## config.mk

```make
export PLATFORM = sky130hd
export DESIGN_NAME = branch_predictor
export DESIGN_NICKNAME = d
export VERILOG_FILES = /design/src/rtl/branch_predictor.sv
export SDC_FILE = /design/constraint.sdc
export NUM_CORES = 2
export LEC_CHECK = 0
export ABC_AREA = 1
export BUFFER_PORTS_ARGS = -buffer_cell sky130_fd_sc_hd__buf_2
export CORE_AREA = 2 2 383 290
export CTS_CLUSTER_SIZE = 20
export DETAILED_ROUTE_END_ITERATION = 16
export DIE_AREA = 0 0 385 292
export HOLD_SLACK_MARGIN = 0.1
export PLACE_DENSITY = 0.66
export SYNTH_ARGS = -nofsm -noshare
export SYNTH_HDL_FRONTEND = slang
export SYNTH_SLANG_ARGS = --single-unit
```

## constraint.sdc

```tcl
create_clock -name clk -period 4 [get_ports clk]
set_clock_uncertainty 0.2 [all_clocks]
set_input_delay 0.6 -clock clk [delete_from_list [all_inputs] [get_ports clk]]
set_output_delay 0.6 -clock clk [all_outputs]
set_load 0.01 [all_outputs]
```

## src/rtl/branch_predictor.sv

```systemverilog
`default_nettype none
// +----------------------------------------------------------------------------+
// | Module   : branch_predictor                                                |
// | Purpose  : Direct-mapped branch target buffer with 2-bit saturating        |
// |            counters. Fetch-stage lookup is combinational from the table;   |
// |            the table is trained from the execute stage one edge after      |
// |            UpdateE is sampled high. Also computes the EX-stage redirect    |
// |            request and keeps branch / mispredict performance counters.     |
// | Ports    : clk, rst_n           clock, async active-low reset             |
// |            PCF                  fetch PC to look up                       |
// |            PredTakenF/TargetF   fetch-stage prediction                    |
// |            UpdateE, PCE, BranchE, BrTargetE, PredTakenE, PredTargetE       |
// |                                 resolved branch and its earlier prediction|
// |            MispredictE          redirect request (combinational)          |
// |            BranchCount/MissCount performance counters (wrap at 2^32)      |
// | Revision : 1.0  initial release                                            |
// +----------------------------------------------------------------------------+
module branch_predictor #(
  parameter int ENTRIES = 16
) (
  input  logic        clk,
  input  logic        rst_n,
  input  logic [31:0] PCF,
  output logic        PredTakenF,
  output logic [31:0] PredTargetF,
  input  logic        UpdateE,
  input  logic [31:0] PCE,
  input  logic        BranchE,
  input  logic [31:0] BrTargetE,
  input  logic        PredTakenE,
  input  logic [31:0] PredTargetE,
  output logic        MispredictE,
  output logic [31:0] BranchCount,
  output logic [31:0] MissCount
);

  localparam int IDX  = $clog2(ENTRIES);
  localparam int TAGW = 30 - IDX;

  localparam logic [1:0] c_ctr_reset = 2'b01;
  localparam logic [1:0] c_ctr_alloc = 2'b10;
  localparam logic [1:0] c_ctr_max   = 2'b11;
  localparam logic [1:0] c_ctr_min   = 2'b00;

  logic            r_valid  [ENTRIES];
  logic [TAGW-1:0] r_tag    [ENTRIES];
  logic [31:0]     r_target [ENTRIES];
  logic [1:0]      r_ctr    [ENTRIES];
  logic [31:0]     r_bcnt;
  logic [31:0]     r_mcnt;

  logic [IDX-1:0]  w_idx_f;
  logic [TAGW-1:0] w_tag_f;
  logic            w_hit_f;
  logic [IDX-1:0]  w_idx_e;
  logic [TAGW-1:0] w_tag_e;
  logic            w_hit_e;
  logic            w_unused_bits;

  // Byte-offset bits take no part in indexing or tagging.
  assign w_unused_bits = ^{PCF[1:0], PCE[1:0]};

  assign w_idx_f = PCF[IDX+1:2];
  assign w_tag_f = PCF[31:IDX+2];
  assign w_idx_e = PCE[IDX+1:2];
  assign w_tag_e = PCE[31:IDX+2];

  // Lookup reads the registered table only, so a same-cycle update to the
  // same index is not bypassed; the new contents appear after the edge.
  assign w_hit_f     = r_valid[w_idx_f] && (r_tag[w_idx_f] == w_tag_f);
  assign PredTakenF  = w_hit_f && r_ctr[w_idx_f][1];
  assign PredTargetF = PredTakenF ? r_target[w_idx_f] : (PCF + 32'd4);

  assign w_hit_e = r_valid[w_idx_e] && (r_tag[w_idx_e] == w_tag_e);

  assign MispredictE = UpdateE &&
                       ((PredTakenE != BranchE) ||
                        (PredTakenE && BranchE && (PredTargetE != BrTargetE)));

  assign BranchCount = r_bcnt;
  assign MissCount   = r_mcnt;

  always_ff @(posedge clk or negedge rst_n) begin
    if (!rst_n) begin
      for (int i = 0; i < ENTRIES; i++) begin
        r_valid[i]  <= 1'b0;
        r_tag[i]    <= '0;
        r_target[i] <= 32'd0;
        r_ctr[i]    <= c_ctr_reset;
      end
      r_bcnt <= 32'd0;
      r_mcnt <= 32'd0;
    end else if (UpdateE) begin
      r_bcnt <= r_bcnt + 32'd1;
      if (MispredictE) begin
        r_mcnt <= r_mcnt + 32'd1;
      end
      if (w_hit_e) begin
        if (BranchE) begin
          r_target[w_idx_e] <= BrTargetE;
          if (r_ctr[w_idx_e] != c_ctr_max) begin
            r_ctr[w_idx_e] <= r_ctr[w_idx_e] + 2'd1;
          end
        end else if (r_ctr[w_idx_e] != c_ctr_min) begin
          r_ctr[w_idx_e] <= r_ctr[w_idx_e] - 2'd1;
        end
      end else if (BranchE) begin
        // Only taken branches earn a table slot; allocation replaces any
        // aliasing entry and starts weakly taken.
        r_valid[w_idx_e]  <= 1'b1;
        r_tag[w_idx_e]    <= w_tag_e;
        r_target[w_idx_e] <= BrTargetE;
        r_ctr[w_idx_e]    <= c_ctr_alloc;
      end
    end
  end

endmodule
`default_nettype wire

```

==> impl_metrics.toml <==
[critical_path]
worstReg2RegEnd = "r_tag[376]$_DFFE_PN0P_"
cp_slowest_stage_delay_ps = 380
critPathLaunchType = "flop"
end_kind = "output pin"
worst-path-max-fanout = 6
r2r-start = "r_tag[295]$_DFFE_PN0P_"
critPathKind = "reg2out"
slowest_stage = "dfrtp_1"
cp_common_cell = "nand2_2"
required_ps = 3200
cp_data_arrival_time_ps = 3300
ff2ff_path_depth = 18
reg2reg_slack_ps = 710
cp_cell_sequence = "inv_1, a21oi_2, o21ai_1, o21ai_1, nand2_1, nand2_1, inv_1, nand2_2, buf_12, buf_6, nand2_2, nand2_2, nor2_1, nand2_1, nor2_2, nand2_2, nor2_4, buf_12, clkbuf_16, nor2_2, nor2_1, buf_2"

[grt]
grt_overflow_total = 0
grt_pass1_vias = 47395
track_usage_pct = 34.0
grt_max_degree = 129
antenna_found_initial = 4
grt_first_pass_wirelength_um = 294000

[timing]
max_freq_mhz = 244
final.setup.tns_ps = -1590
setup_viol = 27
rsz0062_at_grt = "yes"
slew_headroom_pct = 31.5
timing.final.ws_setup_ps = -98.1
fin_crit_sh_pct = 102
finalHoldViolCount = 0
worst_pin_slew_ps = 1030
min_period_ps = 4100
report.final.slew_viol_count = 0

[die]
placementRows = 105
die_h_um = 292
ios = 231
die_x_um = 385
initial_core_util_pct = 49.7
core_area_sq_um = 109000
dieArea_sq_um = 112000

[clock_network]
insertion_delay_ps = 750
cts.sinks = 1040
cts_tree = "done"
numCtsBuffers = 106
clk_pin_slew_worst_paths_ps = 60
htreeDepth = 3
root_buffer = "clkbuf_16"
clk_path_buf_depth = 3

[final_layout]
n_antenna_cell = 0
stdcell_area_sq_um = 63500
finalNonFillerCells = 9033
nets = 7638
drive_above_1_share_pct = 12.5
syn2layout_area_growth_pct = 17.6

[synthesis]
yosys.area_share.simple_pct = 24.5
synth_area_per_cell_sq_um = 7.39
yosysUniqueCellTypes = 38
ys_seq_elements = 1040
ys_async_sr_fraction_pct = 100
synth_area_leaders = "dfrtp_1 47%, nand2_1 17%, o21ai_0 14%, nor2_1 4.0%, clkbuf_1 2.5%"
yosys.area.top_type_share_pct = 47.5
yosys.area.top_type = "dfrtp_1"
ys.flop_type = "dfrtp_1"
synth.area.mux_share_pct = 0
yosysWarnings = 0
synthesis.nets = 7449
synthAdderAreaFrac_pct = 0.139
ys_seq_area_share_pct = 48.2
ys_top_cells_by_count = "2403 x nand2_1, 1563 x o21ai_0, 1024 x dfrtp_1, 579 x nor2_1, 364 x clkbuf_1"
netlist_instances = 7310
yosysMostFrequentCell = "nand2_1"
synth-compound-area-share_pct = 18.5
synth_top_family_by_area = "simple AND/OR/NAND/NOR gates"
synth_edf_count = 0
synth_area_sq_um = 54000
synth-xor-area-share_pct = 1.91

[route]
drc_errors = 0
avgViaCountPerCell = 5.79
wl_um = 193000
antenna_left = 0
drt_pass1_iterations = 6
vias = 52344
drtIter0Drc = 6646
avgRoutedWirePerCell_um = 21.4

[placed_design]
dp_cells = 8815
port_buffers = 228
place_hpwl_um = 124000
pre_cts_slack_ps = -185
place_congestion = 0.974
placed_area_sq_um = 58800

[min_path]
worstHoldStart = "BranchE"
holdCritPathClass = "in2reg"
holdPathEnd = "r_ctr[19]$_DFFE_PN0P_"
worstHoldPathCells = 5

[power]
p_per_area_nw_per_um2 = 479
switching_share_pct = 30.8
p_comb_share_pct = 19.2
ir_drop_v = 0.000381
p_sw_uw = 9380
pwr-share-clk_pct = 36.0
sequentialPowerShare_pct = 44.9
p_leak_uw = 0.0306
p_int_uw = 21100

[outcome]
violations = "setup timing"
status = "complete, but fails checks"

[job]
cap_violations = 0
power by group through the flow:
| stage | sequential, uW | clock [uW] | combinational [uW] |
|---|---|---|---|
| 2_1_floorplan | 13500 | 0 | 3550 |
| 3_3_place_gp | 13700 | 0 | 5490 |
| 3_5_place_dp | 13800 | 0 | 5640 |
| 4_1_cts | 13600 | 11100 | 5690 |
| 5_1_grt | 13900 | 11500 | 6630 |
| 6_report | 13700 | 11000 | 5830 |
layer usage:
metal	vias up	track usage [%]	share of wire, %
met1	24974	51.0	44
met4	4	8.81	2.5
li1	24299	-	-
met3	351	9.37	12
met5	-	0	0.013
met2	2716	48.0	41
cell usage in the layout, fill, tap and decap left out, drive strengths merged:
master,instances
clkinv,28
nor3,53
o221ai,58
dlygate4sd3,3
nor2,583
nor4,12
xnor2,49
buf,601
clkbuf,157
o211ai,41
clkinvlp,3
ha,6
dfstp,16
o22ai,82
bufinv,17
nor3b,2
nand2,2409
bufbuf,1
inv,352
nand3,224
o21ai,1579
a21boi,1
nand3b,4
or2,3
dfrtp,1024
a21oi,131
a22oi,16
nand4,61
and3,4
xor2,69
stage by stage:
step	power (uW)	hold WS [ps]	util [%]
after global placement	19200	248	54.2
final	30400	163	58.5
after floorplan	17100	104	-
after global routing	32000	170	58.5
after detailed placement	19400	257	54.2
after CTS	30400	130	57.9
layout make-up:
class,instances,area (sq um)
timing repair buffer,613,5620
sequential,1040,26000
inverter,351,1350
tap,1444,1810
multi-input combinational,5387,24900
clock inverter,49,802
clock buffer,149,3040
fill,10012,45100
what timing repair did:
action                                  CTS  global route
cloned                                    2             6
gates resized for setup                  27           133
hold buffers                              3             0
pin swaps                                15            35
endpoints found under the hold margin    46             0
buffers inserted                          5             5
endpoints found under the setup margin   33            33
registers in the layout, indices dropped and copies added, names as in the netlist:
signal / count
r_target: 512
r_tag: 416
BranchCount: 32
MissCount: 32
r_ctr: 32
r_valid: 16
cells by family (layout without fill, tap and decap cells):
kind of cell	after synthesis	count (layout)
AND/OR/NAND/NOR	3355	3355
AO/OA/AOI/OAI	1908	1908
flip-flops	1040	1040
buffers and inverters	883	1162
XOR/XNOR	118	118
adder cells (fa/ha/maj)	6	6
how the worst max path moves through the flow:
stage | cells past startpoint | to | slack, ps | start
after global routing | 20 | PredTargetF[15] | -320 | r_tag[391]$_DFFE_PN0P_
after floorplan | 17 | PredTargetF[22] | 490 | PCF[2]
after detailed placement | 19 | PredTargetF[15] | -190 | PCF[2]
after CTS | 19 | PredTargetF[28] | -20 | r_tag[391]$_DFFE_PN0P_
final | 22 | PredTargetF[12] | -100 | r_tag[79]$_DFFE_PN0P_
after global placement | 19 | PredTargetF[12] | -240 | PCF[2]
critical path, delay by kind of cell (launching register included):
family,cells,cell delay [ps]
flip-flops,1,380
buffers and inverters,7,880
AND/OR/NAND/NOR,12,1050
AO/OA/AOI/OAI,3,230
Power figures use the tool's default switching activity.
